### src/rtl/pipeline_pkg.sv
// pipeline_pkg
// Shared types for the RV32 pipeline hazard/forwarding logic.
//   fwd_sel_t   : operand-select code driven into the EX forwarding muxes
//   stage_tag_t : destination info tracked for one in-flight instruction
//   TAG_BUBBLE  : tag value of an empty pipeline slot
//   tag_writes  : true when a tag is a live producer of a given register
package pipeline_pkg;

  localparam int REG_ADDR_W = 5;

  typedef enum logic [1:0] {
    FWD_NONE = 2'd0,  // register file / immediate path
    FWD_WB   = 2'd1,  // wbResult, producer now in WB
    FWD_ALU  = 2'd2,  // aluResultWb, producer now in MEM
    FWD_ZERO = 2'd3   // constant zero, never generated here
  } fwd_sel_t;

  typedef struct packed {
    logic                  valid;
    logic [REG_ADDR_W-1:0] rd;
    logic                  regWrite;
    logic                  memRead;
  } stage_tag_t;

  localparam stage_tag_t TAG_BUBBLE = '{
    valid:    1'b0,
    rd:       {REG_ADDR_W{1'b0}},
    regWrite: 1'b0,
    memRead:  1'b0
  };

  // A slot produces rs when it holds a real instruction that writes rs.
  function automatic logic tag_writes(input stage_tag_t t,
                                      input logic [REG_ADDR_W-1:0] rs);
    return t.valid && t.regWrite && (t.rd == rs);
  endfunction

endpackage

### src/rtl/hazard_match.sv
// hazard_match
// Compares one ID source operand against the EX and MEM shadow tags.
// Build option: HAZARD_FWD_EN selects the forwarding code; without it the
// select output is constant FWD_NONE.
// Ports:
//   uses_i      - the instruction actually reads this operand
//   rs_i        - source register index
//   ex_tag_i    - tag of the instruction currently in EX
//   mem_tag_i   - tag of the instruction currently in MEM
//   match_ex_o  - EX instruction produces rs_i
//   match_mem_o - MEM instruction produces rs_i
//   sel_o       - forwarding select for this operand (youngest producer wins)
module hazard_match
  import pipeline_pkg::*;
(
  input  logic                  uses_i,
  input  logic [REG_ADDR_W-1:0] rs_i,
  input  stage_tag_t            ex_tag_i,
  input  stage_tag_t            mem_tag_i,
  output logic                  match_ex_o,
  output logic                  match_mem_o,
  output fwd_sel_t              sel_o
);

  logic reads_real_reg_s;
  logic unused_tag_bits_s;

  // Load flags are judged by the top; they are not needed for matching.
  assign unused_tag_bits_s = ex_tag_i.memRead ^ mem_tag_i.memRead;

  // Operand matches; x0 is hard-wired zero and never matches.
  always_comb begin
    reads_real_reg_s = uses_i && (rs_i != {REG_ADDR_W{1'b0}});
    match_ex_o       = reads_real_reg_s && tag_writes(ex_tag_i, rs_i);
    match_mem_o      = reads_real_reg_s && tag_writes(mem_tag_i, rs_i);
  end

  // Forwarding select: EX producer is younger than MEM producer, so it wins.
  always_comb begin
    sel_o = FWD_NONE;
`ifdef HAZARD_FWD_EN
    if (match_ex_o) begin
      sel_o = FWD_ALU;
    end else if (match_mem_o) begin
      sel_o = FWD_WB;
    end else begin
      sel_o = FWD_NONE;
    end
`else
    sel_o = FWD_NONE;
`endif
  end

endmodule

### src/rtl/hazard_forward_unit.sv
// hazard_forward_unit
// Hazard detection and operand-forwarding control for the 5-stage RV32 core.
// Shadows the destination tags of instructions in EX, MEM and WB, registers
// the forwarding selects for the instruction entering EX, and detects the
// hazards that force the ID instruction to wait.
// Build option: HAZARD_FWD_EN enables forwarding. Without it the selects are
// always 0 and the ID instruction waits until its producer reaches WB.
// Ports:
//   clk, resetn       - clock; asynchronous reset, active high
//   id_*              - decoded fields of the instruction in ID
//   flush             - taken branch/jump in EX, kills ID and EX
//   freeze            - global hold, no state advances
//   selOp1, selOp2    - registered forwarding selects for the EX instruction
//   stall             - hold PC and IF/ID this cycle (combinational)
//   exBubble          - the instruction now in EX is an inserted bubble
//   stallCount        - saturating number of stall cycles taken
module hazard_forward_unit #(
  parameter int REG_ADDR_W = 5,
  parameter int CNT_W      = 32
) (
  input  logic                  clk,
  input  logic                  resetn,
  input  logic                  id_valid,
  input  logic [REG_ADDR_W-1:0] id_rs1,
  input  logic [REG_ADDR_W-1:0] id_rs2,
  input  logic                  id_usesRs1,
  input  logic                  id_usesRs2,
  input  logic [REG_ADDR_W-1:0] id_rd,
  input  logic                  id_regWrite,
  input  logic                  id_memRead,
  input  logic                  flush,
  input  logic                  freeze,
  output logic [1:0]            selOp1,
  output logic [1:0]            selOp2,
  output logic                  stall,
  output logic                  exBubble,
  output logic [CNT_W-1:0]      stallCount
);

  import pipeline_pkg::*;

  stage_tag_t       id_tag_s;
  stage_tag_t       ex_q, ex_d;
  stage_tag_t       mem_q, mem_d;
  stage_tag_t       wb_q, wb_d;
  logic [1:0]       selOp1_q, selOp1_d;
  logic [1:0]       selOp2_q, selOp2_d;
  logic             exBubble_q, exBubble_d;
  logic [CNT_W-1:0] stallCount_q, stallCount_d;

  logic             ex1_s, mem1_s, ex2_s, mem2_s;
  fwd_sel_t         fsel1_s, fsel2_s;
  logic [1:0]       nsel1_s, nsel2_s;
  logic             hazard_s;
  logic             insert_bubble_s;
  logic             unused_bits_s;

  // Destination info of the ID instruction, as it would enter EX.
  always_comb begin
    id_tag_s          = TAG_BUBBLE;
    id_tag_s.valid    = id_valid;
    id_tag_s.rd       = id_rd;
    id_tag_s.regWrite = id_regWrite;
    id_tag_s.memRead  = id_memRead;
  end

  hazard_match u_match_rs1 (
    .uses_i      (id_usesRs1),
    .rs_i        (id_rs1),
    .ex_tag_i    (ex_q),
    .mem_tag_i   (mem_q),
    .match_ex_o  (ex1_s),
    .match_mem_o (mem1_s),
    .sel_o       (fsel1_s)
  );

  hazard_match u_match_rs2 (
    .uses_i      (id_usesRs2),
    .rs_i        (id_rs2),
    .ex_tag_i    (ex_q),
    .mem_tag_i   (mem_q),
    .match_ex_o  (ex2_s),
    .match_mem_o (mem2_s),
    .sel_o       (fsel2_s)
  );

`ifdef HAZARD_FWD_EN
  // Only a load in EX cannot be forwarded in time.
  assign nsel1_s       = fsel1_s;
  assign nsel2_s       = fsel2_s;
  assign unused_bits_s = ^{wb_q, mem1_s, mem2_s};
`else
  // No bypass paths: selects stay on the register file.
  assign nsel1_s       = FWD_NONE;
  assign nsel2_s       = FWD_NONE;
  assign unused_bits_s = ^{wb_q, fsel1_s, fsel2_s};
`endif

  // Hazard detection; a flush kills the ID instruction so it never stalls.
  always_comb begin
    hazard_s = 1'b0;
`ifdef HAZARD_FWD_EN
    if (id_valid && ex_q.memRead) begin
      hazard_s = ex1_s || ex2_s;
    end else begin
      hazard_s = 1'b0;
    end
`else
    if (id_valid) begin
      hazard_s = ex1_s || ex2_s || mem1_s || mem2_s;
    end else begin
      hazard_s = 1'b0;
    end
`endif
    stall           = hazard_s && !flush;
    insert_bubble_s = flush || stall;
  end

  // Next state: freeze holds everything, otherwise the shadow pipe advances.
  always_comb begin
    ex_d         = ex_q;
    mem_d        = mem_q;
    wb_d         = wb_q;
    selOp1_d     = selOp1_q;
    selOp2_d     = selOp2_q;
    exBubble_d   = exBubble_q;
    stallCount_d = stallCount_q;
    if (freeze) begin
      ex_d = ex_q;
    end else begin
      // MEM/WB always move on; on flush MEM receives the branch itself.
      mem_d      = ex_q;
      wb_d       = mem_q;
      exBubble_d = insert_bubble_s;
      if (insert_bubble_s) begin
        ex_d     = TAG_BUBBLE;
        selOp1_d = FWD_NONE;
        selOp2_d = FWD_NONE;
      end else begin
        ex_d     = id_tag_s;
        selOp1_d = nsel1_s;
        selOp2_d = nsel2_s;
      end
      if (stall && (stallCount_q != {CNT_W{1'b1}})) begin
        stallCount_d = stallCount_q + {{(CNT_W-1){1'b0}}, 1'b1};
      end else begin
        stallCount_d = stallCount_q;
      end
    end
  end

  // State registers; async clear of the EX tag drops stall immediately.
  always_ff @(posedge clk or posedge resetn) begin
    if (resetn) begin
      ex_q         <= TAG_BUBBLE;
      mem_q        <= TAG_BUBBLE;
      wb_q         <= TAG_BUBBLE;
      selOp1_q     <= FWD_NONE;
      selOp2_q     <= FWD_NONE;
      exBubble_q   <= 1'b0;
      stallCount_q <= {CNT_W{1'b0}};
    end else begin
      ex_q         <= ex_d;
      mem_q        <= mem_d;
      wb_q         <= wb_d;
      selOp1_q     <= selOp1_d;
      selOp2_q     <= selOp2_d;
      exBubble_q   <= exBubble_d;
      stallCount_q <= stallCount_d;
    end
  end

  assign selOp1     = selOp1_q;
  assign selOp2     = selOp2_q;
  assign exBubble   = exBubble_q;
  assign stallCount = stallCount_q;

endmodule
### config.mk
export PLATFORM = sky130hd
export DESIGN_NAME = hazard_forward_unit
export DESIGN_NICKNAME = d
export VERILOG_FILES = /design/src/rtl/pipeline_pkg.sv /design/src/rtl/hazard_match.sv /design/src/rtl/hazard_forward_unit.sv
export SDC_FILE = /design/constraint.sdc
export NUM_CORES = 1
export LEC_CHECK = 0
export CAP_MARGIN = 20
export CORE_MARGIN = 10
export CORE_UTILIZATION = 50
export CTS_CLUSTER_SIZE = 16
export DETAILED_ROUTE_END_ITERATION = 16
export PLACE_DENSITY = 0.8
export SLEW_MARGIN = 20
export SYNTH_ARGS = -nofsm -noshare
export SYNTH_HDL_FRONTEND = slang
export SYNTH_SLANG_ARGS = --single-unit
### constraint.sdc
create_clock -name clk -period 2.3 [get_ports clk]
set_clock_uncertainty 0.15 [all_clocks]
set_input_delay 0.23 -clock clk [delete_from_list [all_inputs] [get_ports clk]]
set_output_delay 0.23 -clock clk [all_outputs]
set_load 0.1 [all_outputs]
== Yosys cells after proc, flatten, opt, wreduce, memory -nomap -nowiden ==
Index checks and enable logic that the tools add are counted.

* Output and inout bits: 38
* Register bits after elaboration: 47
* Word-level logic and storage cells: 39

* Bitwise logic cells: 1
* Multiplexer cells: 2
* Add/subtract/negate cells: 1
* Eq/ne operators: 5
* Reduce and logical (&&, ||, !) cells: 22

{| class="wikitable"
|+ Operators by type and width
! kind !! count
|-
| adder 32 x 1 -> 32 bit (second input constant) || 1
|-
| != test 32 bit (second input constant) || 1
|-
| equality test 5 bit || 4
|-
| logical AND 1 bit || 14
|-
| nonzero test 5 bit || 2
|-
| 2-to-1 mux 8 bit || 1
|-
| logical OR 1 bit || 4
|-
| AND reduction 2 bit || 1
|-
| logical NOT 1 bit || 1
|-
| 2-to-1 mux 1 bit || 1
|-
| NOT 1 bit || 1
|}

== Longest topological paths before layout ==
Gate-level depths: netlist (run 1).

* Depth in word-level cells: 10
* Depth in mapped cells: 8
* Mapped depth without buffers: 7

== Cells and area by module ==
From an unflattened synthesis (run 1), not the netlist that was laid out.

* Cell total of the unflattened synthesis: 237
* Area total of the unflattened synthesis: 2566.2 µm²

{| class="wikitable"
|+ Modules (own cells, without submodules)
! module !! times used !! area each (µm²) !! cells each
|-
| hazard_forward_unit || 1 || 2255.9 || 195
|-
| hazard_match || 2 || 155.1 || 21
|}

== Worst setup path before layout (run 1) ==
OpenSTA, ideal clock, no wires.

* Kind: flip-flop to output port
* Start point: register ex_q[4] (netlist name)
* End point: output stall
* Setup slack: -0.965 ns
* Data required time: 1.920 ns
* Arrival time: 2.885 ns
* Cell stages (with the launch flop): 8
* Cells stage by stage: dfrtp_1 > xor2_1 > nor4_1 > a22oi_1 > o22ai_2 > buf_6 > buf_4 > nor2b_1

* Cells in the longest elaborated chain, start to end: 8
* Elaborated cells on any way between the ends: 11

{| class="wikitable"
|+ RTL lines
! item !! line !! source
|-
| start: declaration || hazard_forward_unit.sv:43 || <nowiki>stage_tag_t ex_q, ex_d;</nowiki>
|-
| start signal: assignment || hazard_forward_unit.sv:155 || <nowiki>ex_q <= TAG_BUBBLE;</nowiki>
|-
| start signal: assignment || hazard_forward_unit.sv:163 || <nowiki>ex_q <= ex_d;</nowiki>
|-
| equality test 5 bit || pipeline_pkg.sv:35 || <nowiki>return t.valid && t.regWrite && (t.rd == rs);</nowiki>
|-
| logical AND 1 bit || pipeline_pkg.sv:35 ||
|-
| logical AND 1 bit || hazard_match.sv:34 || <nowiki>match_ex_o = reads_real_reg_s && tag_writes(ex_tag_i, rs_i);</nowiki>
|-
| logical OR 1 bit * (3 in series) || hazard_forward_unit.sv:110 || <nowiki>hazard_s = ex1_s || ex2_s || mem1_s || mem2_s;</nowiki>
|-
| 2-to-1 mux 1 bit * || hazard_forward_unit.sv:109 || <nowiki>if (id_valid) begin</nowiki>
|-
| logical AND 1 bit * || hazard_forward_unit.sv:115 || <nowiki>stall = hazard_s && !flush;</nowiki>
|-
| end: declaration || hazard_forward_unit.sv:35 || <nowiki>output logic stall,</nowiki>
|}

Mark *: on every way between the ends. The rest lies on a longest branch, timed or not.

== Worst setup path in the final report (run 1) ==
* Start point: input id_rs1[4]
* End point: output stall

* Cells in the longest elaborated chain, start to end: 8
* Elaborated cells on any way between the ends: 13

{| class="wikitable"
|+ RTL lines
! item !! line !! source
|-
| start: declaration || hazard_forward_unit.sv:24 || <nowiki>input logic [REG_ADDR_W-1:0] id_rs1,</nowiki>
|-
| equality test 5 bit / nonzero test 5 bit (equally long branches) || pipeline_pkg.sv:35, hazard_match.sv:33 ||
|-
| logical AND 1 bit (on tied branches) || pipeline_pkg.sv:35, hazard_match.sv:33 ||
|-
| logical AND 1 bit || hazard_match.sv:34 ||
|-
| logical OR 1 bit || hazard_forward_unit.sv:110 ||
|-
| logical OR 1 bit * (2 in series) || hazard_forward_unit.sv:110 ||
|-
| 2-to-1 mux 1 bit * || hazard_forward_unit.sv:109 ||
|-
| logical AND 1 bit * || hazard_forward_unit.sv:115 ||
|}

Marks and branches as above.

==> results of run 1 <==
## per-layer routing
| layer | vias up | track usage | share of wire |
|---|---|---|---|
| met1 | 1043 | 0.192 | 0.44 |
| li1 | 1032 | - | - |
| met3 | 17 | 0.0436 | 0.047 |
| met4 | 0 | 0.0540 | 0.021 |
| met2 | 65 | 0.255 | 0.49 |
| met5 | - | 0 | 0 |
## logic make-up after synthesis
group | count (synthesis)
compound gates | 13
xor+xnor | 50
fa+ha+maj | 1
buf+inv | 18
flops | 47
mux | 9
other cells | 1
simple gates | 111
## sequential cells by signal, indices dropped and copies added (netlist names)
name,cells
stallCount,32
exBubble,1
mem_q,7
ex_q,7
## timing repair
action	in CTS	in global routing
setup endpoints to repair	1	37
pin swaps	5	6
gates resized for setup	1	4
hold buffers	0	0
setup buffers	2	3
hold endpoints to repair	0	0
## cell usage after synthesis, types with 3 or more instances
master	number	area [um2]
sky130_fd_sc_hd__a22o_1	7	61.3
sky130_fd_sc_hd__buf_4	5	37.5
sky130_fd_sc_hd__buf_6	4	45.0
sky130_fd_sc_hd__dfrtp_1	47	1180
sky130_fd_sc_hd__inv_1	6	22.5
sky130_fd_sc_hd__mux2_2	8	90.1
sky130_fd_sc_hd__nand2_1	27	101
sky130_fd_sc_hd__nand3_1	15	75.1
sky130_fd_sc_hd__nand4_1	13	81.3
sky130_fd_sc_hd__nand4_2	3	37.5
sky130_fd_sc_hd__nor2_1	16	60.1
sky130_fd_sc_hd__nor3_1	11	55.1
sky130_fd_sc_hd__nor4_1	6	37.5
sky130_fd_sc_hd__xnor2_1	28	245
sky130_fd_sc_hd__xor2_1	22	193
## report_power, final
| group | switching, mW | total (mW) | leakage, nW | internal [mW] |
|---|---|---|---|---|
| Sequential | 0.0258 | 0.877 | 0.576 | 0.851 |
| Clock | 0.269 | 0.543 | 0.0515 | 0.275 |
| Combinational | 0.133 | 0.238 | 0.909 | 0.104 |
## final cells by class
class,count,area [um2],share of cell area
inverters,6,22.5,0.00633
clock buffers,8,100,0.0281
repair buffers,83,707,0.199
flip-flops and latches,47,1280,0.360
multi-input cells,188,1360,0.382
well taps,70,87.6,0.0246
## critical path: stages
cell and delay, ns:
sky130_fd_sc_hd__clkdlybuf4s50_1 0.47, sky130_fd_sc_hd__xor2_1 0.19, sky130_fd_sc_hd__nor4_1 0.32, sky130_fd_sc_hd__a22oi_1 0.15, sky130_fd_sc_hd__o22ai_2 0.17, sky130_fd_sc_hd__nor2b_4 0.20
sky130_fd_sc_hd__buf_12 0.18
## worst min-delay path by stage
stage	from	endpoint	slack (ns)
floorplan	id_regWrite	ex_q[1]	0.21
global placement	stallCount[30]	stallCount[30]	0.32
detailed placement	stallCount[30]	stallCount[30]	0.32
CTS	resetn	stallCount[19]	0.13
global route	resetn	stallCount[28]	0.15
finish	resetn	stallCount[28]	0.11
==> impl_results.rst, run 1 <==
.. list-table::
   :header-rows: 1

   * - Metric
     - Value
   * - TritonCTS clock tree
     - done
   * - Outcome
     - complete, no violations
   * - Worst Setup Slack post-DPL
     - -0.153 ns
   * - Combined global-route utilization of all metal layers
     - 0.156
   * - Total Wirelength
     - 6640 um
   * - Area after DPL
     - approximately 3400 um2
   * - Arrival time reported for the critical path endpoint
     - 1.92 ns
   * - Total negative slack
     - 0 ns
   * - Area delta synth->final
     - 36.1%
   * - Placed Cells incl. Taps
     - 390
   * - CP endpoint kind
     - output pin
   * - Die Footprint
     - between 8000 and 9000 um2
   * - Number of nets in the finished design
     - 356
   * - Power Dens Cells
     - ~470 nW/um2
   * - Die outline height
     - 92.3 um
   * - Routed wire per std cell
     - ~17 um
   * - Total via count after detailed routing
     - roughly 2200
   * - Maximum level of the CTS H-tree
     - 2
   * - Initial Util
     - 0.515
   * - Number of synthesized register bits
     - 47
   * - Number of buffers inserted by port buffering
     - 56
   * - Number of standard cells in the layout, taps in and fillers out
     - about 400
   * - Per-instance average area after synthesis
     - 10.5 um2
   * - Detailed Route Iter0 Violations
     - 138
   * - Number of instances in the synthesized netlist
     - 250
   * - Adder-cell area share of the yosys netlist
     - 0.00478
   * - Critical register-to-register path endpoint
     - stallCount[1]
   * - Top library cells by usage in the layout, fill and taps aside
     - 59 x sky130_fd_sc_hd__buf_4, 28 x sky130_fd_sc_hd__xnor2_1, 27 x sky130_fd_sc_hd__nand2_1, 27 x sky130_fd_sc_hd__dfrtp_4, 22 x sky130_fd_sc_hd__xor2_1
   * - Worst hold slack
     - 0.114 ns
   * - Reg2Reg Depth
     - 6
   * - Total power
     - 1.66 mW
   * - Post-route minimum period
     - between 2 and 2.5 ns
   * - Detailed-router iteration count before antenna repair
     - 4
   * - Unrepaired setup endpoints after global routing
     - true
   * - Fillers
     - 417
   * - Sequential element share of the synthesized area
     - 0.450
   * - Static leakage
     - 1.54 nW
   * - Final Hold Vio Count
     - 0
   * - End-of-flow core utilization
     - 0.701
   * - Multiplexer share of the synthesized area
     - 0.0388
   * - Post-synth design cell area
     - 2620 um2
   * - Simple logic cell fraction of the synthesized area
     - 0.251
   * - Post-route fraction of the period consumed by the critical path
     - 0.999
   * - Gr ovfl total
     - 0
   * - Yosys warning count
     - 0
   * - Antenna violations before repair
     - 0
   * - Async set-reset flop share out of synthesis
     - 1.00
   * - Clock buffers created by TritonCTS
     - 5
   * - CP endpoint
     - stall
   * - Design area
     - about 3600 um2
   * - Ys flop type
     - sky130_fd_sc_hd__dfrtp_1
   * - First-pass GRT wire length
     - 11000 um
   * - Type of origin of the critical path
     - input port
   * - Most frequent standard cell in the layout excluding fill and tap cells
     - sky130_fd_sc_hd__buf_4
   * - Largest net degree at the start of global routing
     - 28
   * - IR Drop Worst-Case VDD
     - around 0.35 mV
   * - Core Rows
     - 26
   * - FF-to-FF Start
     - stallCount[2]
   * - Worst setup startpoint
     - id_rs1[4]
   * - Worst Hold Class
     - input port to async pin
   * - Die X
     - 92.3 um
   * - Longest Clk Path Bufs
     - 2
   * - Final-report max-slew violation count
     - 0
   * - Final Setup Violations
     - 0
   * - Reg2Reg Setup Slack
     - 0.13 ns
   * - Number of antenna diodes
     - 0
   * - Synthesized-area fraction occupied by ao, oa, aoi and oai cells
     - 0.0416
   * - Core Area
     - a little over 5000 um2
   * - Post-route DRC violation count
     - 0
   * - Synth Area in XOR/XNOR
     - 0.167
   * - Post-route setup slack
     - 0.00180 ns
   * - Max-capacitance violation count
     - 0
   * - Post-route ant nets
     - 0
   * - HPWL Detailed
     - 4980 um
   * - Weighted congestion reported at the end of routability-driven placement
     - approximately 0.85
   * - Vias in the first global route
     - 2249
   * - Highest Clock Rate
     - 435 MHz
   * - Crit path required time
     - about 1.9 ns
   * - Largest family of logic cells by synthesized area
     - simple AND/OR/NAND/NOR gates
   * - Worst setup path class
     - input port to output pin
   * - Worst-path maximum fanout
     - 3
   * - Layout cell share with drive strength beyond 1
     - 0.373
   * - Clk Latency, worst-skew pair
     - 0.30 ns
   * - Routed vias/inst
     - 5.37
   * - Clock transition at the registers of the reported paths
     - 0.08 ns
   * - Number of flops mapped to enable cells by yosys
     - 0
   * - Number of placed I/O pins
     - a little over 60
   * - Cell chosen for the clock root
     - sky130_fd_sc_hd__clkbuf_8
   * - Distinct cells, synth
     - 39
   * - Clock sink count
     - 47
No activity file was read; power rests on OpenSTA's default activity.
==> run 2: changes to the inputs <==
--- a/config.mk
+++ b/config.mk
@@ -10,6 +10,7 @@
 export CORE_UTILIZATION = 50
 export CTS_CLUSTER_SIZE = 16
 export DETAILED_ROUTE_END_ITERATION = 16
+export GPL_ROUTABILITY_DRIVEN = 0
 export PLACE_DENSITY = 0.8
 export SLEW_MARGIN = 20
 export SYNTH_ARGS = -nofsm -noshare
==> results of run 2 <==
Final layout, timing and power as in run 1 (identical DEF).
==> RTL change: new RTL, settings of run 2 <==
The parameter `CNT_W` goes from 32 to 48.
--- a/src/rtl/hazard_forward_unit.sv
+++ b/src/rtl/hazard_forward_unit.sv
@@ -16,7 +16,7 @@
 //   stallCount        - saturating number of stall cycles taken
 module hazard_forward_unit #(
   parameter int REG_ADDR_W = 5,
-  parameter int CNT_W      = 32
+  parameter int CNT_W      = 48
 ) (
   input  logic                  clk,
   input  logic                  resetn,
Ports: changed (resized stallCount); port bits go from 62 to 78. No check against the original RTL was run, so the function may have changed too.
==> RTL change against run 2 <==
Worst setup slack lost 0.16 ns. Global-route usage grew 1.9 points. Via count grew 38%. The run now ends with negative setup slack left. Power grew 46%. Maximum frequency shrank 6.3%. Critical path depth grew 3. Final area grew 41%. Critical path type is now flop to flop. Wire length grew 53%. Synthesized area grew 28%. Sequential cell count grew 16. Die area grew 22%.
==> RTL change: results (changes against run 2) <==
Run status
The run finished, with violations left. The final reports fail on negative setup slack.

Drt
The sum of routed wire segments on met1 is 4073 um (+39%). The total via count in the routed design is 2968 (+38%). The routed wirelength normalized by instance count is 19.86 um (+20%).

The amount of wire on met2 after detailed routing is 5247 um (+61%). The DRC violation total after the first TritonRoute iteration is 160 (+16%). The total length of routed met3 wires is 639 um (+110%).

Logic synthesis
After synthesis, the cell types taking the most area are dfrtp_1 47%, xnor2_1 12%, xor2_1 5.8%. The part of the Yosys area used for sequential elements is 47.16% (+2.2 points). The commonest cells after synthesis are 63 x dfrtp_1, 45 x xnor2_1, 25 x nand4_1. The count of different cell masters after synthesis is 38 (-2.6%). The number of warnings printed during yosys synthesis was 0 (unchanged). The gate count after technology mapping is 312 (+25%).

Floorplanning
The chip width is 101.8 um (+10%).

Finish
The non-clock inverter instance count of the final layout was 4 (-2). The number of nets in the layout was 455 (+28%). The fraction of layout cells with a size suffix above 1 came to 50.80% (+13 points). The multi-input logic cell count is 232 (+23%). The number of flip-flops and latches was 63 (+34%). The non-clock buffer share of cell area is 22.66% (+2.8 points). The count of plain and timing-repair buffers in the layout is 120 (+45%). The final standard cell count with taps included and fillers excluded was 512 (+27%). The count of filler cells inserted in the layout is 392 (-6.0%). The clock tree cell share of total cell area is 4.010% (+1.2 points). The fraction of area in multi-input gates is 38.63% (+0.42 points). The clock buffer instance count of the final layout is 13 (+5). The flip-flop count of the largest register after layout is 48 (+50%).

Power
The portion of total power attributed to combinational logic came to 10.9% (-3.4 points). The switching power summed over all nets is 0.6075 mW (+42%). The maximum vdd ir drop is 0.0003184 V (-7.8%). The total power divided by cell area came to 481.3 mW/mm^2 (+3.3%). The static leakage is 2.156 nW (+40%). The clock group total power is 0.993 mW (+83%).

Placed design
The placed cell count came to 477 (+22%). The half-perimeter wire length after placement is 6245 um (+25%). The number of buffer cells added on primary ports was 72 (+29%). The worst setup timing slack at the placement stage was -0.3342 ns (-0.1811 ns). The instance area after placement is 0.004298 mm^2 (+25%).

GRT
The met2 track utilization from global routing was 29.57% (+4.0 points). The global-route usage over all layers came to 17.52% (+1.9 points). The number of global-route vias before repair is 2888 (+28%). The pin count of the biggest net entering global routing is 64 (+130%).

The first-pass GRT wire length was 14390 um (+31%). The global routing usage on met1 was 21.09% (+1.8 points).

Setup path
The largest driver fanout on the critical path was 7 (+4). The startpoint identified for the worst register-to-register timing path is ex_q[5]. In this run the worst setup path begins at ex_q[5].

STA
The setup TNS after final layout is -3.803 ns (-3.803 ns). The final count of negative-setup-slack endpoints is 49 (+49). The worst setup margin was -0.1536 ns (-0.1554 ns).

Clocking
The number of gates given a new drive strength after cts is 15 (+14). The insertion delay of the later-clocked pin in the worst-skew pair was 0.34 ns (+0.04 ns). The total CTS buffers is 9 (+4). The maximum level of the CTS H-tree is 3 (+1). The buffers inserted during post-CTS setup optimization is 9 (+7).
-- RTL change: cell count changes after synthesis, moves of 7 or more --
cell,before,now
nor3_1,11,4
nand2_1,27,17
dfrtp_1,47,63
nand4_1,13,25
nand3_2,1,11
and3_1,2,19
xnor2_1,28,45
-- RTL change: stage by stage --
stage | hold WS, ns | util (%)
floorplan | 0.2084 | -
global placement | 0.3214 | 66.92
detailed placement | 0.3243 | 66.92
CTS | 0.1298 | 72.55
global route | 0.1560 | 78.22
finish | 0.09521 | 78.22
-- RTL change: logic make-up after synthesis --
family          after synthesis  share of synthesized area [%]
simple gates                137                          24.78
fa+ha+maj                     1                         0.3742
flops                        63                          47.16
buf+inv                      20                          3.630
xor+xnor                     67                          17.55
other cells                   1                         0.1122
compound gates               15                          3.705
mux                           8                          2.695
-- RTL change: tightest hold or removal path: stages --
cell	delay (ns)
clkdlybuf4s50_1	0.41
inv_2	0.07
buf_12	0.28
